**config.mk**
```make
export PLATFORM = sky130hd
export DESIGN_NAME = control_unit
export DESIGN_NICKNAME = d
export VERILOG_FILES = /design/src/rtl/control_unit.sv
export SDC_FILE = /design/constraint.sdc
export NUM_CORES = 1
export LEC_CHECK = 0
export ABC_CLOCK_PERIOD_IN_PS = 2750
export CORE_MARGIN = 3
export CORE_UTILIZATION = 30
export DETAILED_ROUTE_END_ITERATION = 16
export GPL_ROUTABILITY_DRIVEN = 0
export GPL_TIMING_DRIVEN = 0
export HOLD_SLACK_MARGIN = 0.02
export PLACE_DENSITY = 0.66
export SLEW_MARGIN = 15
export SYNTH_ARGS = -nofsm -noshare
export SYNTH_HDL_FRONTEND = slang
export SYNTH_SLANG_ARGS = --single-unit
```
**constraint.sdc**
```tcl
create_clock -name clk -period 2.75 [get_ports clk]
set_input_delay 0.4125 -clock clk [delete_from_list [all_inputs] [get_ports clk]]
set_output_delay 0.4125 -clock clk [all_outputs]
set_load 0.01 [all_outputs]
```
**src/rtl/control_unit.sv**
```systemverilog
// Fetch/decode/execute sequencer for the ALU datapath: owns PC, IR and the NZP register,
// decodes ADD/AND/NOT/LEA/BR/HALT and resolves conditional branches from the ALU flags.
module control_unit #(
  parameter logic [5:0] RESET_PC = 6'd0
) (
  input  logic        clk,
  input  logic        rst,
  output logic        imem_req,
  input  logic        imem_ack,
  input  logic [15:0] imem_rdata,
  output logic [5:0]  pc,
  output logic [1:0]  alu_op,
  output logic [1:0]  source_sel,
  output logic [5:0]  ins_immediate,
  output logic [2:0]  sr1_addr,
  output logic [2:0]  sr2_addr,
  output logic [2:0]  dr_addr,
  output logic        reg_we,
  input  logic        negative,
  input  logic        zero,
  input  logic        positive,
  output logic [2:0]  cc,
  output logic        halted,
  output logic        illegal
);

  localparam logic [3:0] OP_BR   = 4'b0000;
  localparam logic [3:0] OP_ADD  = 4'b0001;
  localparam logic [3:0] OP_AND  = 4'b0101;
  localparam logic [3:0] OP_NOT  = 4'b1001;
  localparam logic [3:0] OP_LEA  = 4'b1110;
  localparam logic [3:0] OP_HALT = 4'b1111;

  localparam logic [1:0] ALU_ADD = 2'b00;
  localparam logic [1:0] ALU_AND = 2'b01;
  localparam logic [1:0] ALU_NOT = 2'b10;

  localparam logic [1:0] SRC_IMM = 2'b00;
  localparam logic [1:0] SRC_PC  = 2'b01;
  localparam logic [1:0] SRC_REG = 2'b10;

  typedef enum logic [1:0] {
    S_FETCH  = 2'd0,
    S_DECODE = 2'd1,
    S_EXEC   = 2'd2,
    S_HALT   = 2'd3
  } state_t;

  typedef struct packed {
    logic [1:0] alu_op;
    logic [1:0] src;
    logic [5:0] imm;
    logic [2:0] sr1;
    logic [2:0] sr2;
    logic [2:0] dr;
    logic       wr;
    logic       br;
    logic       halt;
    logic       ill;
  } dec_t;

  state_t      state, state_nx;
  logic [15:0] ir;
  logic [5:0]  pc_q;
  logic [2:0]  cc_q;
  logic        ill_q;
  dec_t        dec;
  logic        active;
  logic        br_taken;

  // Pure decode of the held instruction; gated onto the ports only in DECODE/EXECUTE.
  always_comb begin
    dec = '0;
    case (ir[15:12])
      OP_ADD, OP_AND, OP_NOT: begin
        dec.alu_op = (ir[15:12] == OP_AND) ? ALU_AND :
                     (ir[15:12] == OP_NOT) ? ALU_NOT : ALU_ADD;
        dec.src    = ir[5] ? SRC_IMM : SRC_REG;
        dec.imm    = {1'b0, ir[4:0]};
        dec.sr1    = ir[8:6];
        dec.sr2    = ir[2:0];
        dec.dr     = ir[11:9];
        dec.wr     = 1'b1;
      end
      OP_LEA: begin
        dec.alu_op = ALU_ADD;
        dec.src    = SRC_PC;
        dec.imm    = ir[5:0];
        dec.dr     = ir[11:9];
        dec.wr     = 1'b1;
      end
      OP_BR:   dec.br   = 1'b1;
      OP_HALT: dec.halt = 1'b1;
      default: dec.ill  = 1'b1;
    endcase
  end

  assign br_taken = dec.br && ((ir[11:9] & cc_q) != 3'b000);

  always_comb begin
    state_nx = state;
    case (state)
      S_FETCH:  if (imem_ack) state_nx = S_DECODE;
      S_DECODE: state_nx = S_EXEC;
      S_EXEC:   state_nx = (dec.halt || dec.ill) ? S_HALT : S_FETCH;
      S_HALT:   state_nx = S_HALT;
      default:  state_nx = S_FETCH;
    endcase
  end

  always_ff @(posedge clk) begin
    if (rst) begin
      state <= S_FETCH;
      pc_q  <= RESET_PC;
      cc_q  <= 3'b010;
      ir    <= 16'h0000;
      ill_q <= 1'b0;
    end else begin
      state <= state_nx;
      case (state)
        S_FETCH: if (imem_ack) begin
          ir   <= imem_rdata;
          pc_q <= pc_q + 6'd1;
        end
        S_EXEC: begin
          if (dec.wr)   cc_q  <= {negative, zero, positive};
          // 6-bit add of the raw offset field is the sign-extended add mod 64.
          if (br_taken) pc_q  <= pc_q + ir[5:0];
          if (dec.ill)  ill_q <= 1'b1;
        end
        default: ;
      endcase
    end
  end

  assign active        = (state == S_DECODE) || (state == S_EXEC);
  assign imem_req      = (state == S_FETCH);
  assign pc            = pc_q;
  assign cc            = cc_q;
  assign halted        = (state == S_HALT);
  assign illegal       = ill_q;
  assign alu_op        = active ? dec.alu_op : 2'b00;
  assign source_sel    = active ? dec.src    : 2'b00;
  assign ins_immediate = active ? dec.imm    : 6'd0;
  assign sr1_addr      = active ? dec.sr1    : 3'd0;
  assign sr2_addr      = active ? dec.sr2    : 3'd0;
  assign dr_addr       = active ? dec.dr     : 3'd0;
  // A reset landing on the execute cycle must suppress the register write.
  assign reg_we        = (state == S_EXEC) && dec.wr && !rst;

endmodule

```
==> metrics.md, run 1 <==
| Metric | Value |
|---|---|
| GR Util All Layers | 0.125 |
| Ys flop type | dfxtp_1 |
| Startpoint Class | flop |
| Switching share of total power | 0.274 |
| Seq/Total Area, Yosys | 0.368 |
| Row count | 25 |
| Sw Pwr | just under 0.0003 W |
| Cts hold-fix bufs | 0 |
| CP Buf/Inv Count | 2 |
| Reg clk slew, reported paths | 100 ps |
| Gate power share | 0.244 |
| Post-layout util | 0.461 |
| Per-cell routed wire length | about 12 µm |
| First DRT Iteration DRCs | 88 |
| Synth unique cells | 40 |
| Final HPWL DP | 2840 µm |
| # nets final | 274 |
| Lkg Pwr | 0.898 nW |
| Syn nets | ~220 |
| Syn avg cell area | about 8.2 µm² |
| Power density over the cells | 474 nW/µm² |
| Root Buffer | clkbuf_8 |
| Routed WL | between 3000 and 4000 µm |
| Post-synth EDFFs | 0 |
| Crit Path Max Fanout | 7 |
| Synth warn | 0 |
| Post-route ant nets | 0 |
| Yosys reg bits | 28 |
| Int Power | between 0.0007 and 0.0008 W |
| Remaining DRCs | 0 |
| Largest net degree at the start of global routing | 17 |
| Global-route wire length before repair | slightly above 6000 µm |
| Vias per cell | 4.46 |
| CP Class | reg2out |
| Final setup vio count | 0 |
| Worst vdd ir | between 0.2 and 0.3 mV |
| Vias in the first global route | ~1,300 |
| # IOs | 54 |
| Core area | between 4000 and 5000 µm² |
| Skew-Pair Late Insertion Delay | 270 ps |
| Slew Viols, Final | 0 |
| Sink Count | 28 |
| Initial antenna violation count | 0 |
| Worst Path Arrival | between 2000 and 2500 ps |
| GR peak layer | met2 |
| Clk_skew | roughly 1.2 ps |
| Total congestion overflow | 0 |
| Depth of the CTS H-tree | 1 |
| CP delay by family, top | buffers and inverters |
| DRT Pass-1 Iters | 4 |
| M1 GR Usage | 0.163 |
| Slew headroom | 0.692 |
| Final Hold Fails | 0 |
| CTS tree | built |
| Fin crit period | between 2000 and 3000 ps |
| DR vias | between 1,000 and 1,500 |
| Slowest stage delay, CP | between 500 and 600 ps |
| FMAX | between 0.3 and 0.4 GHz |
| N_diodes | 0 |
| Grt met3 use | 0.0317 |
| GR Util met2 | 0.212 |
| Crit path cell chain | inv_1 -> ha_1 -> nand2_1 -> a21oi_4 -> nor2b_1 -> clkdlybuf4s50_1 |
| Max_cap viols | 0 |
| Die Y | approximately 77 µm |
| Synthesized cell area | around 1500 µm² |
| Crit path max-delay cell type | clkdlybuf4s50_1 |
| Part of the cycle the worst path needs | 0.954 |
| Clock buffer depth | 2 |
| Cells after synthesis | around 190 |
| Clock network fraction of total power | 0.311 |
| DIE AREA | 5970 µm² |
| FFs w/ async S/R, synth | 0 |
| Worst Path Required | between 2000 and 2500 ps |
| Worst Tran Pin Value | around 460 ps |
| Port buffer count | 53 |
| Post-route setup TNS | 0 ps |
| Number of post-CTS setup repair buffers | 0 |
| Layout cells sized above 1 | 0.0661 |
| Starting Density | 0.316 |
| Hold Crit Class | reg2reg |
| Status | finished, final reports clean |
| Critical Path End Type | output port |
| Layout area overhead | 45.8% |
| Sequential fraction of design power | 0.445 |
| Chip width | between 70 and 80 µm |
| CTS Buf Count | 3 |
flip-flops by register name (all words and copies together) (netlist names):
| register | count |
|---|---|
| cc | 3 |
| illegal | 1 |
| ir | 16 |
| pc | 6 |
| state | 2 |
synthesized netlist by cell type (all sizes together) (2+ instances only):
library cell   n  share of area
nand2         36          0.089
dfxtp         28           0.37
a21oi         20          0.068
and2          20          0.082
nor2          16          0.039
ha             8          0.066
clkbuf         7          0.017
mux2i          7          0.046
o21ai          4          0.016
a211oi         3          0.015
inv            3         0.0074
nor2b          3          0.012
a21boi         2         0.0099
a21o           2         0.0099
a31oi          2         0.0082
and3           2         0.0082
buf            2          0.011
mux2           2          0.015
nor3b          2         0.0099
o21a           2         0.0099
cell families after synthesis:
logic type / share of synthesized area
mux: 0.0608
xor+xnor: 0.0115
compound gates: 0.173
simple gates: 0.272
fa+ha+maj: 0.0789
buf+inv: 0.0353
flops: 0.368
tightest hold or removal path: stages (launching register included):
cell,delay [ps]
dfxtp_1,320
nand2_1,50
a21oi_1,50
metal layers:
layer  vias to the layer above  wire, µm
li1                        744         -
met1                       601      1730
met2                        27      1710
met3                         5       166
met4                         0        17
met5                         -         0
final cells by class:
type | count | area [µm²]
Tap cell | 67 | 83.8
Multi-Input combinational cell | 146 | 921
Timing Repair Buffer | 53 | 531
Inverter | 3 | 11.3
Clock buffer | 3 | 41.3
Sequential cell | 28 | 561
Buffer | 8 | 41.3
Clock inverter | 1 | 30.0
Fill cell | 512 | 2600
through the flow:
stage | total power [W] | instances | hold WS, ps | worst slack [ps] | cell area, µm²
floorplan | 0.000633 | 186 | 432 | 387 | 1520
global placement | 0.000731 | 306 | 438 | -86.7 | 2140
global route | 0.00111 | 309 | 484 | -10.6 | 2220
CTS | 0.00106 | 310 | 458 | 55.9 | 2210
finish | 0.00105 | 309 | 456 | 127 | 2220
detailed placement | 0.000735 | 306 | 443 | -100 | 2140
power by group through the flow:
stage | sequential, W | combinational (W) | clock [W]
CTS | 0.000465 | 0.000262 | 0.000335
global placement | 0.000474 | 0.000257 | 0
floorplan | 0.000473 | 0.000160 | 0
finish | 0.000468 | 0.000257 | 0.000327
detailed placement | 0.000475 | 0.000260 | 0
global route | 0.000475 | 0.000287 | 0.000351
what timing repair did:
action	4_1_cts	5_1_grt
endpoints found under the hold margin	0	0
resized for setup	2	4
pin swaps	0	0
setup endpoints to repair	8	10
worst paths after layout:
check	startpoint	end	slack [ps]	cells past startpoint
hold reg to reg	ir[7]	ir[7]	460	2
hold / removal	ir[7]	ir[7]	460	2
setup / recovery	state[1]	source_sel[1]	130	6
setup reg to reg	state[0]	pc[5]	210	10
placed cells by master, fill, tap and decap left out, types with 2 or more instances in the layout:
cell type / synthesis / final
a211oi_1: 3 / 3
a21boi_0: 2 / 2
a21o_1: 2 / 2
a21oi_1: 19 / 18
a31oi_1: 2 / 2
and2_1: 20 / 20
and3_1: 2 / 2
clkbuf_1: 7 / 4
clkbuf_2: 0 / 2
clkbuf_8: 0 / 3
clkdlybuf4s50_1: 0 / 53
dfxtp_1: 28 / 28
ha_1: 8 / 8
inv_1: 3 / 3
mux2i_1: 7 / 7
nand2_1: 36 / 36
nor2_1: 16 / 16
nor2b_1: 3 / 3
nor3b_1: 2 / 2
o21ai_0: 2 / 2
(Power assumes the default switching activity.)
==> inputs of run 2 (changes only) <==
--- a/config.mk
+++ b/config.mk
@@ -6,7 +6,7 @@
 export NUM_CORES = 1
 export LEC_CHECK = 0
 export ABC_CLOCK_PERIOD_IN_PS = 2750
-export CORE_MARGIN = 3
+export CORE_MARGIN = 5
 export CORE_UTILIZATION = 30
 export DETAILED_ROUTE_END_ITERATION = 16
 export GPL_ROUTABILITY_DRIVEN = 0
==> run 2 against run 1 <==
Against the previous run:
- wire length up 7.1%
- power rose by 0.76%
- sequential cell count is the same
- register-to-register slack lost 20 ps
- hold slack better by 0.85 ps
- global-route usage down 0.62 points
==> metrics.md, run 2 (synthesized netlist as in run 1, its figures left out) <==
| Metric | Value |
|---|---|
| Status | finished, final reports clean (unchanged) |
| Final setup vio count | 0 (unchanged) |
| RSZ-0062 raised after global routing | no |
| Per-cell routed wire length | 12.4 µm (was 11.7 µm) |
| Most frequent cells in the layout | 53 x clkdlybuf4s50_1, 36 x nand2_1, 26 x dfxtp_1 (was 53 x clkdlybuf4s50_1, 36 x nand2_1, 28 x dfxtp_1) |
| Skew-Pair Late Insertion Delay | 280 ps (was 270 ps) |
| Chip width | 81.2 µm (was 77.2 µm) |
| Worst Path Arrival | 2200 ps (was 2210 ps) |
| Layout cells sized above 1 | 0.0700 (was 0.0661) |
| Worst vdd ir | 0.211 mV (was 0.288 mV) |
| Lkg Pwr | 0.901 nW (was 0.898 nW) |
| Reg clk slew, reported paths | 110 ps (was 100 ps) |
| Layout area overhead | 46.5% (was 45.8%) |
| DRT Pass-1 Iters | 4 (unchanged) |
| Initial antenna violation count | 0 (unchanged) |
| Worst Setup SP | rst (was state[1]) |
| Sink Count | 28 (unchanged) |
| Final WS setup | 133 ps (was 127 ps) |
| GR Util All Layers | 0.119 (was 0.125) |
| Depth of the CTS H-tree | 1 (unchanged) |
| Port buffer count | 53 (unchanged) |
| Max_cap viols | 0 (unchanged) |
| Core area | 5010 µm² (was 4820 µm²) |
| Starting Density | 0.304 (was 0.316) |
| CTS tree | built (unchanged) |
| # IOs | 54 (unchanged) |
| R2R cell count | 10 (unchanged) |
| Clk_skew | 14.7 ps (was 1.20 ps) |
| DR vias | 1,425 (was 1,377) |
| Inst Count DP | 309 (was 306) |
| FMAX | 0.382 GHz (was 0.381 GHz) |
| Largest net degree at the start of global routing | 17 (unchanged) |
| Slew Viols, Final | 0 (unchanged) |
| Max reg flops | 16 (unchanged) |
| DIE AREA | 6600 µm² (was 5970 µm²) |
| Power density over the cells | 475 nW/µm² (was 474 nW/µm²) |
| Fin crit period | 2620 ps (about the same) |
| Worst Path Required | 2340 ps (about the same) |
| Remaining DRCs | 0 (unchanged) |
| Critical Path End Type | output port (unchanged) |
| Vias in the first global route | 1,353 (was 1,342) |
| Place WS | -70.7 ps (was -100 ps) |
| Capturing point of the worst reg2reg path | pc[5] (unchanged) |
| Cts hold-fix bufs | 0 (unchanged) |
| N_diodes | 0 (unchanged) |
| Total congestion overflow | 0 (unchanged) |
| Final Hold Fails | 0 (unchanged) |
| Row count | 26 (was 25) |
| Post-route ant nets | 0 (unchanged) |
| Largest reg by FF count | ir (unchanged) |
| Final HPWL DP | 2980 µm (was 2840 µm) |
| Clock buffer depth | 2 (unchanged) |
| Reg2reg setup slack | 190 ps (was 210 ps) |
| Worst Tran Pin Value | 459 ps (about the same) |
| Root Buffer | clkbuf_8 (unchanged) |
| Hold Crit Class | reg2reg (unchanged) |
| R2R Path Start | state[0] (unchanged) |
| CP Class | in2out (was reg2out) |
| Routed WL | 3880 µm (was 3630 µm) |
| Vias per cell | 4.55 (was 4.46) |
| Commonest non-fill, non-tap cell in the layout | clkdlybuf4s50_1 (unchanged) |
| # nets final | 275 (was 274) |
| Crit Path Max Fanout | 10 (was 7) |
| CTS Buf Count | 3 (unchanged) |
| Startpoint Class | input pin (was flop) |
| First DRT Iteration DRCs | 81 (was 88) |
| Global-route wire length before repair | 6240 µm (was 6220 µm) |
| Die Y | 81.2 µm (was 77.2 µm) |
| Non-filler cells, final | 313 (was 309) |
| Slew headroom | 0.694 (was 0.692) |
| Critical Path End | reg_we (was source_sel[1]) |
| Part of the cycle the worst path needs | 0.952 (was 0.954) |
run 2: cell count changes in the layout (fill, tap and decap cells not counted), sizes merged:
cell	change
buf	+1
run 2: through the flow:
stage	hold slack [ps]	TNS (ps)	area, µm²	power (W)	util
after floorplan	432	0	1520	0.000633	-
after global placement	437	-73.3	2140	0.000731	0.427
after detailed placement	442	-70.7	2140	0.000735	0.427
after CTS	458	0	2220	0.00107	0.443
after global routing	487	0	2230	0.00112	0.445
final	457	0	2230	0.00106	0.445
run 2: report_power, final:
group | total [W] | switching [W] | leakage (nW) | internal (W)
registers | 0.000469 | 0.0000303 | 0.230 | 0.000439
logic | 0.000257 | 0.000127 | 0.636 | 0.000130
clock network | 0.000333 | 0.000138 | 0.0357 | 0.000195
total | 0.00106 | 0.000295 | 0.901 | 0.000764
run 2: repair_timing:
| item | CTS | global route |
|---|---|---|
| cloned | 0 | 0 |
| setup buffers | 0 | 1 |
| setup endpoints to repair | 8 | 17 |
| pin swaps | 0 | 1 |
| gates resized for setup | 2 | 4 |
run 2: worst min path at each step:
stage / from / to / slack (ps) / cells after the start
after floorplan: ir[6] / ir[6] / 430 / 2
after CTS: ir[8] / ir[8] / 460 / 2
after global routing: ir[7] / ir[7] / 490 / 2
final: ir[8] / ir[8] / 460 / 2
after global placement: ir[8] / ir[8] / 440 / 2
after detailed placement: ir[8] / ir[8] / 440 / 2
run 2: layer usage:
layer / global-route usage / share of wire
met5: 0 / 0
met1: 0.151 / 0.45
met4: 0.0355 / 0.0082
met3: 0.0211 / 0.050
met2: 0.206 / 0.49
run 2: worst max-delay path, stage by stage:
cell and delay, ps:
clkdlybuf4s50_1 500, clkbuf_1 370, clkbuf_2 350, nor2_1 80
clkdlybuf4s50_1 500
run 2: area by class of cell:
| class | count | area, µm² |
|---|---|---|
| Sequential cell | 28 | 563 |
| Clock inverter | 1 | 30.0 |
| Clock buffer | 3 | 41.3 |
| Buffer | 8 | 40.0 |
| Tap cell | 70 | 87.6 |
| Fill cell | 537 | 2780 |
| Inverter | 3 | 11.3 |
| Timing Repair Buffer | 54 | 538 |
| Multi-Input combinational cell | 146 | 920 |
==> inputs of run 3 (changes only) <==
--- a/config.mk
+++ b/config.mk
@@ -5,7 +5,7 @@
 export SDC_FILE = /design/constraint.sdc
 export NUM_CORES = 1
 export LEC_CHECK = 0
-export ABC_CLOCK_PERIOD_IN_PS = 2750
+export ABC_CLOCK_PERIOD_IN_PS = 3200
 export CORE_MARGIN = 5
 export CORE_UTILIZATION = 30
 export DETAILED_ROUTE_END_ITERATION = 16
==> constraint.sdc (replaced) <==
create_clock -name clk -period 3.2 [get_ports clk]
set_input_delay 0.48 -clock clk [delete_from_list [all_inputs] [get_ports clk]]
set_output_delay 0.48 -clock clk [all_outputs]
set_load 0.01 [all_outputs]
==> run 3 against run 2 <==
Against the previous run:
- sequential share of layout area up 0.10 points
- die area did not move
- clock skew is 0.71 ps higher
==> metrics.md, run 3 (synthesized netlist as in run 1, its figures left out) <==
| Metric | Value |
|---|---|
| Lkg Pwr | 0.891 nW (was 0.901 nW) |
| Clk_skew | 15.4 ps (was 14.7 ps) |
| Initial antenna violation count | 0 (unchanged) |
| Vias per cell | 4.51 (was 4.55) |
| Core area | 5010 µm² (unchanged) |
| First DRT Iteration DRCs | 68 (was 81) |
| Hold Crit Class | reg2reg (unchanged) |
| # nets final | 275 (unchanged) |
| Sequential fraction of design power | 0.441 (was 0.443) |
| Footprint of the multi-input gates | 908 µm² (was 920 µm²) |
| Routed WL | 3820 µm (was 3880 µm) |
| CTS Buf Count | 3 (unchanged) |
| Largest net degree at the start of global routing | 17 (unchanged) |
| Final hold slack | 457 ps (about the same) |
| Final Hold Fails | 0 (unchanged) |
| Inst Count DP | 309 (unchanged) |
| Chip width | 81.2 µm (unchanged) |
| Starting Density | 0.304 (unchanged) |
| Vias in the first global route | 1,356 (was 1,353) |
| Worst Tran Pin Value | 560 ps (was 459 ps) |
| GR Util All Layers | 0.119 (about the same) |
| Final HPWL DP | 2980 µm (unchanged) |
| Clock buffer depth | 2 (unchanged) |
| Root Buffer | clkbuf_8 (unchanged) |
| Part of the cycle the worst path needs | 0.915 |
| Max reg flops | 16 (unchanged) |
| CP Class | in2out (unchanged) |
| Layout area overhead | 45.3% (was 46.5%) |
| Final setup vio count | 0 (unchanged) |
| N_diodes | 0 (unchanged) |
| DRT Pass-1 Iters | 4 (unchanged) |
| Non-filler cells, final | 313 (unchanged) |
| Sw Pwr | 0.000251 W (was 0.000295 W) |
| PostCTS Resize Cnt | 0 (was 2) |
| Slew headroom | 0.627 (was 0.694) |
| Critical Path End Type | output port (unchanged) |
| Commonest non-fill, non-tap cell in the layout | clkdlybuf4s50_1 (unchanged) |
| Slew Viols, Final | 0 (unchanged) |
| Post-route setup TNS | 0 ps (unchanged) |
| Per-cell routed wire length | 12.2 µm (was 12.4 µm) |
| Register area | 561 µm² (was 563 µm²) |
| Die Y | 81.2 µm (unchanged) |
| Largest reg by FF count | ir (unchanged) |
| Most frequent cells in the layout | 53 x clkdlybuf4s50_1, 36 x nand2_1, 28 x dfxtp_1 (was 53 x clkdlybuf4s50_1, 36 x nand2_1, 26 x dfxtp_1) |
| Post-route ant nets | 0 (unchanged) |
| Gate power share | 0.244 (was 0.243) |
| Power density over the cells | 410 nW/µm² (was 475 nW/µm²) |
| # IOs | 54 (unchanged) |
| Worst Path Arrival | 2450 ps (was 2200 ps) |
| Remaining DRCs | 0 (unchanged) |
| Reg clk slew, reported paths | 110 ps (about the same) |
| Cts hold-fix bufs | 0 (unchanged) |
| Reg2reg setup slack | 660 ps (was 190 ps) |
| Post-layout util | 0.442 (was 0.445) |
| Total congestion overflow | 0 (unchanged) |
| Row count | 26 (unchanged) |
| Layout cells sized above 1 | 0.0494 (was 0.0700) |
| Global-route wire length before repair | 6220 µm (was 6240 µm) |
| Fin crit period | between 2000 and 3000 ps |
| FMAX | between 0.3 and 0.4 GHz |
| DR vias | 1,413 (was 1,425) |
| Worst Path Required | 2720 ps (was 2340 ps) |
| Crit Path Max Fanout | 10 (unchanged) |
| Skew-Pair Late Insertion Delay | 280 ps (about the same) |
| Status | finished, final reports clean (unchanged) |
| Depth of the CTS H-tree | 1 (unchanged) |
| CTS tree | built (unchanged) |
| DIE AREA | 6600 µm² (unchanged) |
| Sink Count | 28 (unchanged) |
| Number of post-CTS setup repair buffers | 0 (unchanged) |
| Int Power | 0.000656 W (was 0.000764 W) |
| Switching share of total power | 0.277 (was 0.279) |
| Port buffer count | 53 (unchanged) |
| Worst vdd ir | 0.181 mV (was 0.211 mV) |
| Clock network fraction of total power | 0.314 (about the same) |
| Max_cap viols | 0 (unchanged) |
| Startpoint Class | input pin (unchanged) |
| Filler cells | 544 (was 537) |
| RSZ-0062 raised after global routing | no (unchanged) |
-- run 3: path summary, 6_finish.rpt --
| path | start | endpoint | cells after the start |
|---|---|---|---|
| setup / recovery | rst | reg_we | 5 |
| hold / removal | ir[8] | ir[8] | 2 |
| setup reg to reg | state[0] | pc[5] | 10 |
| hold reg to reg | ir[8] | ir[8] | 2 |
-- run 3: final cells by class --
type	count	area share
clock buffers	3	0.0187
inverters	3	0.00509
flip-flops and latches	28	0.253
well taps	70	0.0396
repair buffers	53	0.240
multi-input cells	146	0.411
plain buffers	9	0.0192
clock inverters	1	0.0136
-- run 3: per-stage QoR --
stage	setup slack, ps	instance area, µm²	power, W
after global placement	242	2140	0.000628
final	271	2210	0.000907
after CTS	240	2210	0.000918
after detailed placement	244	2140	0.000632
after floorplan	837	1520	0.000544
after global routing	125	2210	0.000959
-- run 3: layer usage --
| metal | part of all wire | track usage | vias to the layer above |
|---|---|---|---|
| li1 | - | - | 743 |
| met1 | 0.46 | 0.149 | 643 |
| met2 | 0.49 | 0.207 | 25 |
| met3 | 0.046 | 0.0211 | 2 |
| met4 | 0.0084 | 0.0355 | 0 |
| met5 | 0 | 0 | - |
-- run 3: power groups by stage --
stage / combinational (W) / sequential (W) / clock, W
after floorplan: 0.000138 / 0.000406 / 0
after global placement: 0.000221 / 0.000407 / 0
after detailed placement: 0.000223 / 0.000409 / 0
after CTS: 0.000224 / 0.000401 / 0.000293
after global routing: 0.000245 / 0.000406 / 0.000307
final: 0.000221 / 0.000400 / 0.000285
-- run 3: critical path, stage by stage --
cell             delay [ps]
clkdlybuf4s50_1         500
clkbuf_1                370
clkbuf_1                490
nor2_1                  100
clkdlybuf4s50_1         500
